`src/rtl/i2c_arb_pkg.sv`:
```
// i2c_arb_pkg: shared definitions for the i2c engine arbiter.
//   arb_state_t            - arbiter FSM encoding (IDLE, ISSUE, WAIT_DONE, RESPOND)
//   I2C_WORD_W             - width of one {reg_addr, reg_data} write word
//   DEFAULT_TIMEOUT_CYCLES - default watchdog budget from engine accept to done
package i2c_arb_pkg;

  localparam int I2C_WORD_W             = 16;
  localparam int DEFAULT_TIMEOUT_CYCLES = 200000;

  typedef enum logic [1:0] {
    IDLE      = 2'd0,
    ISSUE     = 2'd1,
    WAIT_DONE = 2'd2,
    RESPOND   = 2'd3
  } arb_state_t;

endpackage

```
`src/rtl/i2c_arbiter_rr_picker.sv`:
```
// rr_picker: combinational round-robin selector.
//   req       - request vector, one bit per requester
//   last_idx  - index of the previous winner; the search starts one above it
//   grant     - one-hot winner (all zero when no request is pending)
//   grant_idx - binary index of the winner
//   any       - high when some request is pending
module rr_picker #(
  parameter int NUM_REQ = 2,
  parameter int IDX_W   = $clog2(NUM_REQ)
) (
  input  logic [NUM_REQ-1:0] req,
  input  logic [IDX_W-1:0]   last_idx,
  output logic [NUM_REQ-1:0] grant,
  output logic [IDX_W-1:0]   grant_idx,
  output logic               any
);

  // Walk the requesters starting at last_idx+1 and wrapping to 0; the first
  // pending one wins. last_idx itself is visited last, which bounds the wait
  // of a continuously requesting source to NUM_REQ-1 other transactions.
  always_comb begin
    int cand;
    grant     = '0;
    grant_idx = '0;
    any       = 1'b0;
    cand      = 0;
    for (int k = 1; k <= NUM_REQ; k++) begin
      cand = int'(last_idx) + k;
      if (cand >= NUM_REQ) cand = cand - NUM_REQ;
      if (!any && req[cand]) begin
        any         = 1'b1;
        grant[cand] = 1'b1;
        grant_idx   = IDX_W'(cand);
      end
    end
  end

endmodule

```
`src/rtl/i2c_arbiter.sv`:
```
// i2c_arbiter: shares one i2c write engine among NUM_REQ requesters.
//   clk_i, reset_i   - single clock, synchronous active-high reset
//   req_valid_i      - per-requester request
//   req_data_i       - packed request words, requester i at [i*DATA_W +: DATA_W]
//   req_ready_o      - one-hot accept strobe (only while idle)
//   req_done_o       - one-cycle completion pulse to the owning requester
//   req_error_o      - error qualifier for req_done_o
//   eng_valid_o/eng_data_o/eng_ready_i - transaction handoff to the engine
//   eng_done_i/eng_error_i             - engine completion and NACK status
//   grant_o          - one-hot current owner, zero when idle
//   busy_o           - arbiter is not idle
//   timeout_o        - sticky watchdog expiry flag
//   err_count_o      - saturating count of errored transactions
module i2c_arbiter
  import i2c_arb_pkg::*;
#(
  parameter int NUM_REQ        = 2,
  parameter int DATA_W         = I2C_WORD_W,
  parameter int TIMEOUT_CYCLES = DEFAULT_TIMEOUT_CYCLES,
  parameter int ERR_CNT_W      = 8
) (
  input  logic                        clk_i,
  input  logic                        reset_i,
  input  logic [NUM_REQ-1:0]          req_valid_i,
  input  logic [NUM_REQ*DATA_W-1:0]   req_data_i,
  output logic [NUM_REQ-1:0]          req_ready_o,
  output logic [NUM_REQ-1:0]          req_done_o,
  output logic                        req_error_o,
  output logic                        eng_valid_o,
  output logic [DATA_W-1:0]           eng_data_o,
  input  logic                        eng_ready_i,
  input  logic                        eng_done_i,
  input  logic                        eng_error_i,
  output logic [NUM_REQ-1:0]          grant_o,
  output logic                        busy_o,
  output logic                        timeout_o,
  output logic [ERR_CNT_W-1:0]        err_count_o
);

  localparam int IDX_W   = $clog2(NUM_REQ);
  localparam int TIMER_W = $clog2(TIMEOUT_CYCLES + 1);

  localparam logic [TIMER_W-1:0] TIMER_LOAD = TIMER_W'(TIMEOUT_CYCLES - 1);
  localparam logic [IDX_W-1:0]   LAST_INIT  = IDX_W'(NUM_REQ - 1);

  localparam logic [1:0] ST_IDLE      = IDLE;
  localparam logic [1:0] ST_ISSUE     = ISSUE;
  localparam logic [1:0] ST_WAIT_DONE = WAIT_DONE;
  localparam logic [1:0] ST_RESPOND   = RESPOND;

  logic [1:0]         state;
  logic [IDX_W-1:0]   last_grant;
  logic [NUM_REQ-1:0] pick_grant;
  logic [IDX_W-1:0]   pick_idx;
  logic               pick_any;
  logic [DATA_W-1:0]  pick_word;
  logic [TIMER_W-1:0] timer;
  logic               captured_error;

  rr_picker #(
    .NUM_REQ (NUM_REQ),
    .IDX_W   (IDX_W)
  ) u_picker (
    .req       (req_valid_i),
    .last_idx  (last_grant),
    .grant     (pick_grant),
    .grant_idx (pick_idx),
    .any       (pick_any)
  );

  // Word of the current round-robin winner, latched on acceptance.
  always_comb begin
    pick_word = '0;
    for (int i = 0; i < NUM_REQ; i++) begin
      if (pick_idx == IDX_W'(i)) pick_word = req_data_i[i*DATA_W +: DATA_W];
    end
  end

  // Handshake outputs decode directly from the state so ready, valid and the
  // done pulse line up with the state they belong to without extra latency.
  assign req_ready_o = (state == ST_IDLE) ? pick_grant : '0;
  assign eng_valid_o = (state == ST_ISSUE);
  assign req_done_o  = (state == ST_RESPOND) ? grant_o : '0;
  assign req_error_o = (state == ST_RESPOND) && captured_error;
  assign busy_o      = (state != ST_IDLE);

  // Main FSM. The watchdog is armed only once the engine has taken the word,
  // so a stalled eng_ready_i never causes a timeout. A done pulse in the same
  // cycle the timer hits zero takes priority over the timeout.
  always_ff @(posedge clk_i) begin
    if (reset_i) begin
      state          <= ST_IDLE;
      last_grant     <= LAST_INIT;
      grant_o        <= '0;
      eng_data_o     <= '0;
      timer          <= '0;
      captured_error <= 1'b0;
      timeout_o      <= 1'b0;
      err_count_o    <= '0;
    end else begin
      case (state)
        ST_IDLE: begin
          if (pick_any) begin
            eng_data_o <= pick_word;
            grant_o    <= pick_grant;
            last_grant <= pick_idx;
            state      <= ST_ISSUE;
          end
        end
        ST_ISSUE: begin
          if (eng_ready_i) begin
            timer <= TIMER_LOAD;
            state <= ST_WAIT_DONE;
          end
        end
        ST_WAIT_DONE: begin
          if (eng_done_i) begin
            captured_error <= eng_error_i;
            state          <= ST_RESPOND;
          end else if (timer == '0) begin
            captured_error <= 1'b1;
            timeout_o      <= 1'b1;
            state          <= ST_RESPOND;
          end else begin
            timer <= timer - 1'b1;
          end
        end
        ST_RESPOND: begin
          if (captured_error && (err_count_o != '1)) begin
            err_count_o <= err_count_o + 1'b1;
          end
          grant_o <= '0;
          state   <= ST_IDLE;
        end
        default: state <= ST_IDLE;
      endcase
    end
  end

endmodule

```
`config.mk`:
```
export PLATFORM = sky130hd
export DESIGN_NAME = i2c_arbiter
export DESIGN_NICKNAME = d
export VERILOG_FILES = /design/src/rtl/i2c_arb_pkg.sv /design/src/rtl/i2c_arbiter_rr_picker.sv /design/src/rtl/i2c_arbiter.sv
export SDC_FILE = /design/constraint.sdc
export NUM_CORES = 1
export LEC_CHECK = 0
export CORE_ASPECT_RATIO = 1.1
export CORE_MARGIN = 2
export CORE_UTILIZATION = 35
export DETAILED_ROUTE_END_ITERATION = 7
export PLACE_DENSITY_LB_ADDON = 0.12
export SLEW_MARGIN = 20
export SYNTH_ARGS = -nofsm -noshare
export SYNTH_HDL_FRONTEND = slang
export SYNTH_SLANG_ARGS = --single-unit
```
`constraint.sdc`:
```
create_clock -name clk_i -period 2.8 [get_ports clk_i]
set_clock_uncertainty 0.1 [all_clocks]
set_input_delay 0.7 -clock clk_i [delete_from_list [all_inputs] [get_ports clk_i]]
set_output_delay 0.7 -clock clk_i [all_outputs]
set_load 0.005 [all_outputs]
```
==> results of run 1 <==
## where the power goes
part	switching [uW]	internal, uW	total, uW
registers	168	914	1080
clock network	234	174	407
logic	740	722	1460
total	1140	1810	2950
## registers in the layout (all words and copies together), names as in the netlist
signal and flops:
grant_o 2, err_count_o 8, timeout_o 1, captured_error 1
last_grant 1, state 2, eng_data_o 16, timer 18
## per-layer routing
metal  up-vias  part of all wire, %  track usage, %
met5         -                    0               0
met4         0                 0.73           4.098
met3         4                  6.9           5.027
met2        60                   48           26.41
met1       991                   45           17.50
li1       1141                    -               -
## final timing paths
check / startpoint / to / slack [ns] / depth (start not counted)
hold / removal: timeout_o$_SDFFE_PP0P_ / timeout_o$_SDFFE_PP0P_ / 0.39 / 2
hold reg to reg: timeout_o$_SDFFE_PP0P_ / timeout_o$_SDFFE_PP0P_ / 0.39 / 2
setup / recovery: req_valid_i[1] / req_ready_o[0] / 0.12 / 3
setup reg to reg: timer[0]$_SDFFE_PP0P_ / timer[5]$_SDFFE_PP0P_ / 0.28 / 8
## layout by cell type (no fill, tap or decap), drive strengths merged, types with 6 or more instances in the layout
| cell | instances |
|---|---|
| a21oi | 12 |
| nor3 | 7 |
| o21ai | 8 |
| nor2 | 36 |
| mux2i | 17 |
| inv | 10 |
| or4 | 8 |
| xor2 | 6 |
| clkdlybuf4s50 | 70 |
| buf | 11 |
| o31ai | 6 |
| or3 | 8 |
| a211oi | 18 |
| nand2 | 14 |
| ha | 6 |
| dfxtp | 49 |
| clkbuf | 6 |
## cells by family after synthesis
family	Yosys count	share of synthesized area, %
mux	17	7.117
buf+inv	20	3.506
compound gates	69	21.09
fa+ha+maj	6	3.140
flops	49	41.03
xor+xnor	9	3.297
simple gates	97	20.83
## worst max-delay path: cells and delay by family
family	cells	cell delay (ns)
compound gates	1	0.19
buf+inv	2	0.99
## stage by stage
| stage | setup TNS [ns] | power (uW) | setup WS, ns | cell area [sq um] | std cells |
|---|---|---|---|---|---|
| after floorplan | 0 | 1995 | 0.5170 | 2391 | 267 |
| after global placement | -0.01180 | 2533 | -0.01180 | 3249 | 421 |
| after detailed placement | -0.01688 | 2557 | -0.01688 | 3249 | 421 |
| after CTS | 0 | 2982 | 0.008704 | 3338 | 430 |
| after global routing | 0 | 3215 | 0.09047 | 3344 | 430 |
| final | 0 | 2953 | 0.1232 | 3344 | 430 |
## area by class of cell
| cell class | instances | area (sq um) | area share (%) |
|---|---|---|---|
| clock inverters | 2 | 10.01 | 0.2993 |
| inverters | 10 | 37.54 | 1.122 |
| flip-flops and latches | 49 | 980.9 | 29.33 |
| clock buffers | 6 | 72.57 | 2.170 |
| well taps | 82 | 102.6 | 3.068 |
| repair buffers | 83 | 804.5 | 24.06 |
| multi-input cells | 198 | 1336 | 39.96 |
## repair_timing
item | in CTS | in global routing
setup endpoints to repair | 1 | 1
hold buffers | 0 | 0
setup buffers | 1 | 0
resized for setup | 1 | 2
==> out/qor.csv, run 1 <==
stage,metric,value,unit
status,status,"complete, no violations",
route,drt initial violations,75,
global_route,first-pass GRT wire length,9584,um
route,TritonRoute pass-1 iters,4,
clock_network,"Clk pin slew, worst setup/hold paths",0.09,ns
timing,Fmax achieved,373.6,MHz
route,WL/cell,13.03,um
synth,Synth Warn #,0,
timing,crit path time final,2.677,ns
floorplan,Die Ht,90.69,um
synth,mapped cell area,2391,sq um
power,Max IR drop VDD,0.4268,mV
clock_network,CTS tree,done,
synth,Synth top area share,41.03,%
floorplan,Core ar.,6594,sq um
global_route,GRT Resource Usage Total,15.08,%
global_route,largest net degree at the start of global routing,39,
route,Routed Antenna Nets,0,
clock_network,Num Clock Sinks,49,
synth,Synth cell types,46,
critical_path,Worst setup SP type,primary input,
critical_path,"Slowest-stage cell, CP",clkdlybuf4s50_1,
worst_hold_path,Hold WC Path Type,reg -> reg,
timing,worst hold slack,0.3896,ns
floorplan,Die W,82.81,um
run,Max Cap Viol,0,
placement,gpl congestion,0.7717,
timing,Tcrit/Tclk final,95.60,%
synth,"flops & latches, synth",49,
synth,ys async rst share,0,%
clock_network,worst skew pair latency,0.30,ns
floorplan,Rows,31,
route,Via density,5.107,
synth,ys flop type,dfxtp_1,
clock_network,htree depth,2,
clock_network,total CTS buffers,5,
synth,top post-synthesis cells by area,"dfxtp_1, mux2i_1, a211oi_1",
synth,Post-Synthesis Net Count,312,
global_route,vias in the first global route,2141,
critical_path,CP Data Required Time,2.00,ns
clock_network,Max clock buf depth,2,
clock_network,clk root buf,clkbuf_8,
layout,share of post-route cells with drive strength above 1,9.770,%
floorplan,I/O pins,73,
synth,Post-Syn Instances,267,
layout,NumNets Final,392,
route,Total Wirelength,5601,um
critical_path,Worst setup EP type,output port,
route,# DRC,0,
floorplan,starting density of the core,36.26,%
synth,Syn Area/Cell,8.955,sq um
global_route,initial antenna violation count,0,
critical_path,crit-path max cell delay,0.52,ns
synth,most common cell in the netlist,dfxtp_1,
critical_path,crit-path cells,clkdlybuf4s50_1 > a21oi_2 > clkdlybuf4s50_1,
critical_path,crit path kind,in -> out,
timing,Rel. slew slack,71.40,%
layout,filler cell count,686,
route,vias,2196,
critical_path,CP Max Fanout,3,
timing,final setup vio count,0,
synth,"top cells by count, synth","dfxtp_1, nor2_1, a211oi_1",
timing,RSZ-0062 raised after global routing,false,
synth,sequential share of the synthesized area,41.03,%
synth,leading area contributor after synthesis,dfxtp_1,
power,power per cell area,882.8,nW/um^2
placement,PortBufs,72,
floorplan,DIE AREA,7509,sq um
critical_path,CP dominant cell by count,clkdlybuf4s50_1,
synth,Post-synth EDFFs,0,
global_route,total grt overflow,0,
layout,Util after Layout,50.72,%
timing,Pins Over Slew Limit,0,
placement,detailed placement HPWL,4068,um
layout,area delta synth->final,39.87,%
layout,Antenna Cells,0,
power,leakage,0.001268,uW
timing,Final Hold Viols,0,
timing,Tightest Pin Transition,0.4290,ns
critical_path,CP Data Arrival Time,1.88,ns
(Power assumes the default switching activity.)
==> inputs of run 2 (changes only) <==
- PLACE_DENSITY_LB_ADDON: 0.12 -> unset
- SLEW_MARGIN: 20 -> unset
==> out/qor.csv, run 2 (synthesized netlist as in run 1, its figures left out) <==
stage,metric,value,unit,change
placement,detailed placement HPWL,4176,um,was 4068 um
layout,filler cell count,651,,was 686
critical_path,R2R Path End,timer[4]$_SDFFE_PP0P_,,was timer[5]$_SDFFE_PP0P_
timing,PnR worst setup slack,0.04555,ns,was 0.1232 ns
clock_network,Hold Buf Count CTS,0,,unchanged
placement,placed cells,421,,unchanged
route,Total Wirelength,5716,um,was 5601 um
layout,"commonest non-fill, non-tap cell in the layout",clkdlybuf4s50_1,,unchanged
route,drt initial violations,63,,was 75
floorplan,Core ar.,6594,sq um,unchanged
layout,Antenna Cells,0,,unchanged
power,Max IR drop VDD,0.3656,mV,was 0.4268 mV
critical_path,CP Data Required Time,2.00,ns,about the same
layout,biggest regs,"timer (18), eng_data_o (16), err_count_o (8)",,unchanged
timing,final setup vio count,0,,unchanged
clock_network,Max clock buf depth,2,,unchanged
clock_network,total CTS buffers,5,,unchanged
critical_path,crit path launch,req_valid_i[0],,was req_valid_i[1]
run,Max Cap Viol,0,,unchanged
placement,PortBufs,72,,unchanged
timing,Rel. slew slack,71.73,%,was 71.40%
clock_network,clk root buf,clkbuf_8,,unchanged
clock_network,worst skew pair latency,0.30,ns,about the same
timing,Tcrit/Tclk final,98.37,%,was 95.60%
layout,Largest register FFs,18,,unchanged
power,leakage,0.001275,uW,was 0.001268 uW
timing,Final Hold Viols,0,,unchanged
clock_network,"Clk pin slew, worst setup/hold paths",0.08,ns,was 0.09 ns
global_route,initial antenna violation count,0,,unchanged
timing,Tightest Pin Transition,0.4241,ns,was 0.4290 ns
layout,Non-Filler Instances,429,,was 430
critical_path,CP Max Fanout,3,,unchanged
timing,crit path time final,2.754,ns,was 2.677 ns
floorplan,Die Ht,90.69,um,unchanged
power,power per cell area,906.4,nW/um^2,was 882.8 nW/um^2
route,WL/cell,13.32,um,was 13.03 um
critical_path,depth of the most critical reg-to-reg path,7,,was 8
clock_network,Num Clock Sinks,49,,unchanged
critical_path,CP Data Arrival Time,1.95,ns,was 1.88 ns
global_route,vias in the first global route,2029,,"was 2,141"
critical_path,crit path kind,in -> out,,unchanged
route,# DRC,0,,unchanged
critical_path,RR Startpoint,timer[0]$_SDFFE_PP0P_,,unchanged
layout,share of post-route cells with drive strength above 1,9.798,%,was 9.770%
floorplan,DIE AREA,7509,sq um,unchanged
timing,setup_tns,0,ns,unchanged
critical_path,Worst setup EP type,output port,,unchanged
power,total power,3059,uW,was 2953 uW
layout,most frequent cells in the layout,"clkdlybuf4s50_1, dfxtp_1, nor2_1, a211oi_1, mux2i_1",,unchanged
global_route,total grt overflow,0,,unchanged
route,Via density,5.147,,was 5.107
layout,area delta synth->final,41.13,%,was 39.87%
global_route,first-pass GRT wire length,9591,um,was 9584 um
layout,Util after Layout,51.18,%,was 50.72%
layout,NumNets Final,391,,was 392
placement,gpl congestion,0.7446,,was 0.7717
worst_hold_path,Hold WC Path Type,reg -> reg,,unchanged
timing,Pins Over Slew Limit,0,,unchanged
timing,RSZ-0062 raised after global routing,false,,unchanged
floorplan,I/O pins,73,,unchanged
global_route,largest net degree at the start of global routing,39,,unchanged
floorplan,Rows,31,,unchanged
critical_path,Worst setup SP type,primary input,,unchanged
route,vias,2208,,"was 2,196"
clock_network,htree depth,2,,unchanged
floorplan,starting density of the core,36.26,%,unchanged
critical_path,FF-to-FF setup slack,0.40,ns,was 0.28 ns
critical_path,end of the critical path,req_ready_o[1],,was req_ready_o[0]
layout,Biggest register,timer,,unchanged
route,Routed Antenna Nets,0,,unchanged
global_route,GRT Resource Usage Total,15.55,%,was 15.08%
clock_network,CTS tree,done,,unchanged
worst_hold_path,hold depth,2,,unchanged
timing,Fmax achieved,363.0,MHz,was 373.6 MHz
route,TritonRoute pass-1 iters,4,,unchanged
status,status,"complete, no violations",,unchanged
placement,Post-Place Setup Slack,0.002745,ns,was -0.01688 ns
floorplan,Die W,82.81,um,unchanged
run 2: changes by cell type in the layout (fill, tap and decap cells not counted), sizes merged:
cell	change
clkdlybuf4s50	+1
buf	-1
clkbuf	+1
dlygate4sd2	-1
bufinv	+1
clkinv	-2
run 2: critical path, stage by stage:
cell and delay (ns):
clkdlybuf4s50_1 0.45, a21boi_2 0.16, and2_4 0.16, clkdlybuf4s50_1 0.49
run 2: worst min path at each step:
stage                          startpoint                         end  slack [ns]
4_1_cts             timer[7]$_SDFFE_PP0P_       timer[7]$_SDFFE_PP0P_        0.39
5_1_grt        eng_data_o[7]$_SDFFE_PP0P_  eng_data_o[7]$_SDFFE_PP0P_        0.42
2_1_floorplan       timer[7]$_SDFFE_PP0P_       timer[7]$_SDFFE_PP0P_        0.36
6_report       eng_data_o[4]$_SDFFE_PP0P_  eng_data_o[4]$_SDFFE_PP0P_        0.40
3_5_place_dp        timer[7]$_SDFFE_PP0P_       timer[7]$_SDFFE_PP0P_        0.38
3_3_place_gp       timer[13]$_SDFFE_PP0P_      timer[13]$_SDFFE_PP0P_        0.37
run 2: per-layer routing:
metal  up-vias  track usage, %  part of all wire, %
li1       1144               -                    -
met5         -               0                    0
met4         0           4.918                  1.0
met1      1019           18.71                   46
met2        40           27.22                   50
met3         5           3.656                  3.0
run 2: where the power goes:
part	switching (uW)	leakage [uW]	internal [uW]
Combinational	737	0.000814	724
Sequential	167	0.000402	914
Clock	226	0.0000585	291
run 2: cell type report:
type	instances	area, sq um	area share, %
clock buffer	7	86.33	2.558
clock inverter	1	30.03	0.8899
inverter	10	37.54	1.112
multi-input combinational	198	1339	39.67
sequential	49	980.9	29.07
tap	82	102.6	3.040
timing repair buffer	82	798.3	23.66
run 2: repair_timing:
action,4_1_cts,5_1_grt
endpoints found under the hold margin,0,0
setup endpoints to repair,0,2
buffers inserted,0,0
gates resized for setup,0,3
run 2: through the flow:
| step | hold WS, ns | instance area (sq um) |
|---|---|---|
| floorplan | 0.3595 | 2391 |
| global placement | 0.3726 | 3249 |
| detailed placement | 0.3826 | 3249 |
| CTS | 0.3946 | 3366 |
| global route | 0.4212 | 3374 |
| finish | 0.3979 | 3374 |
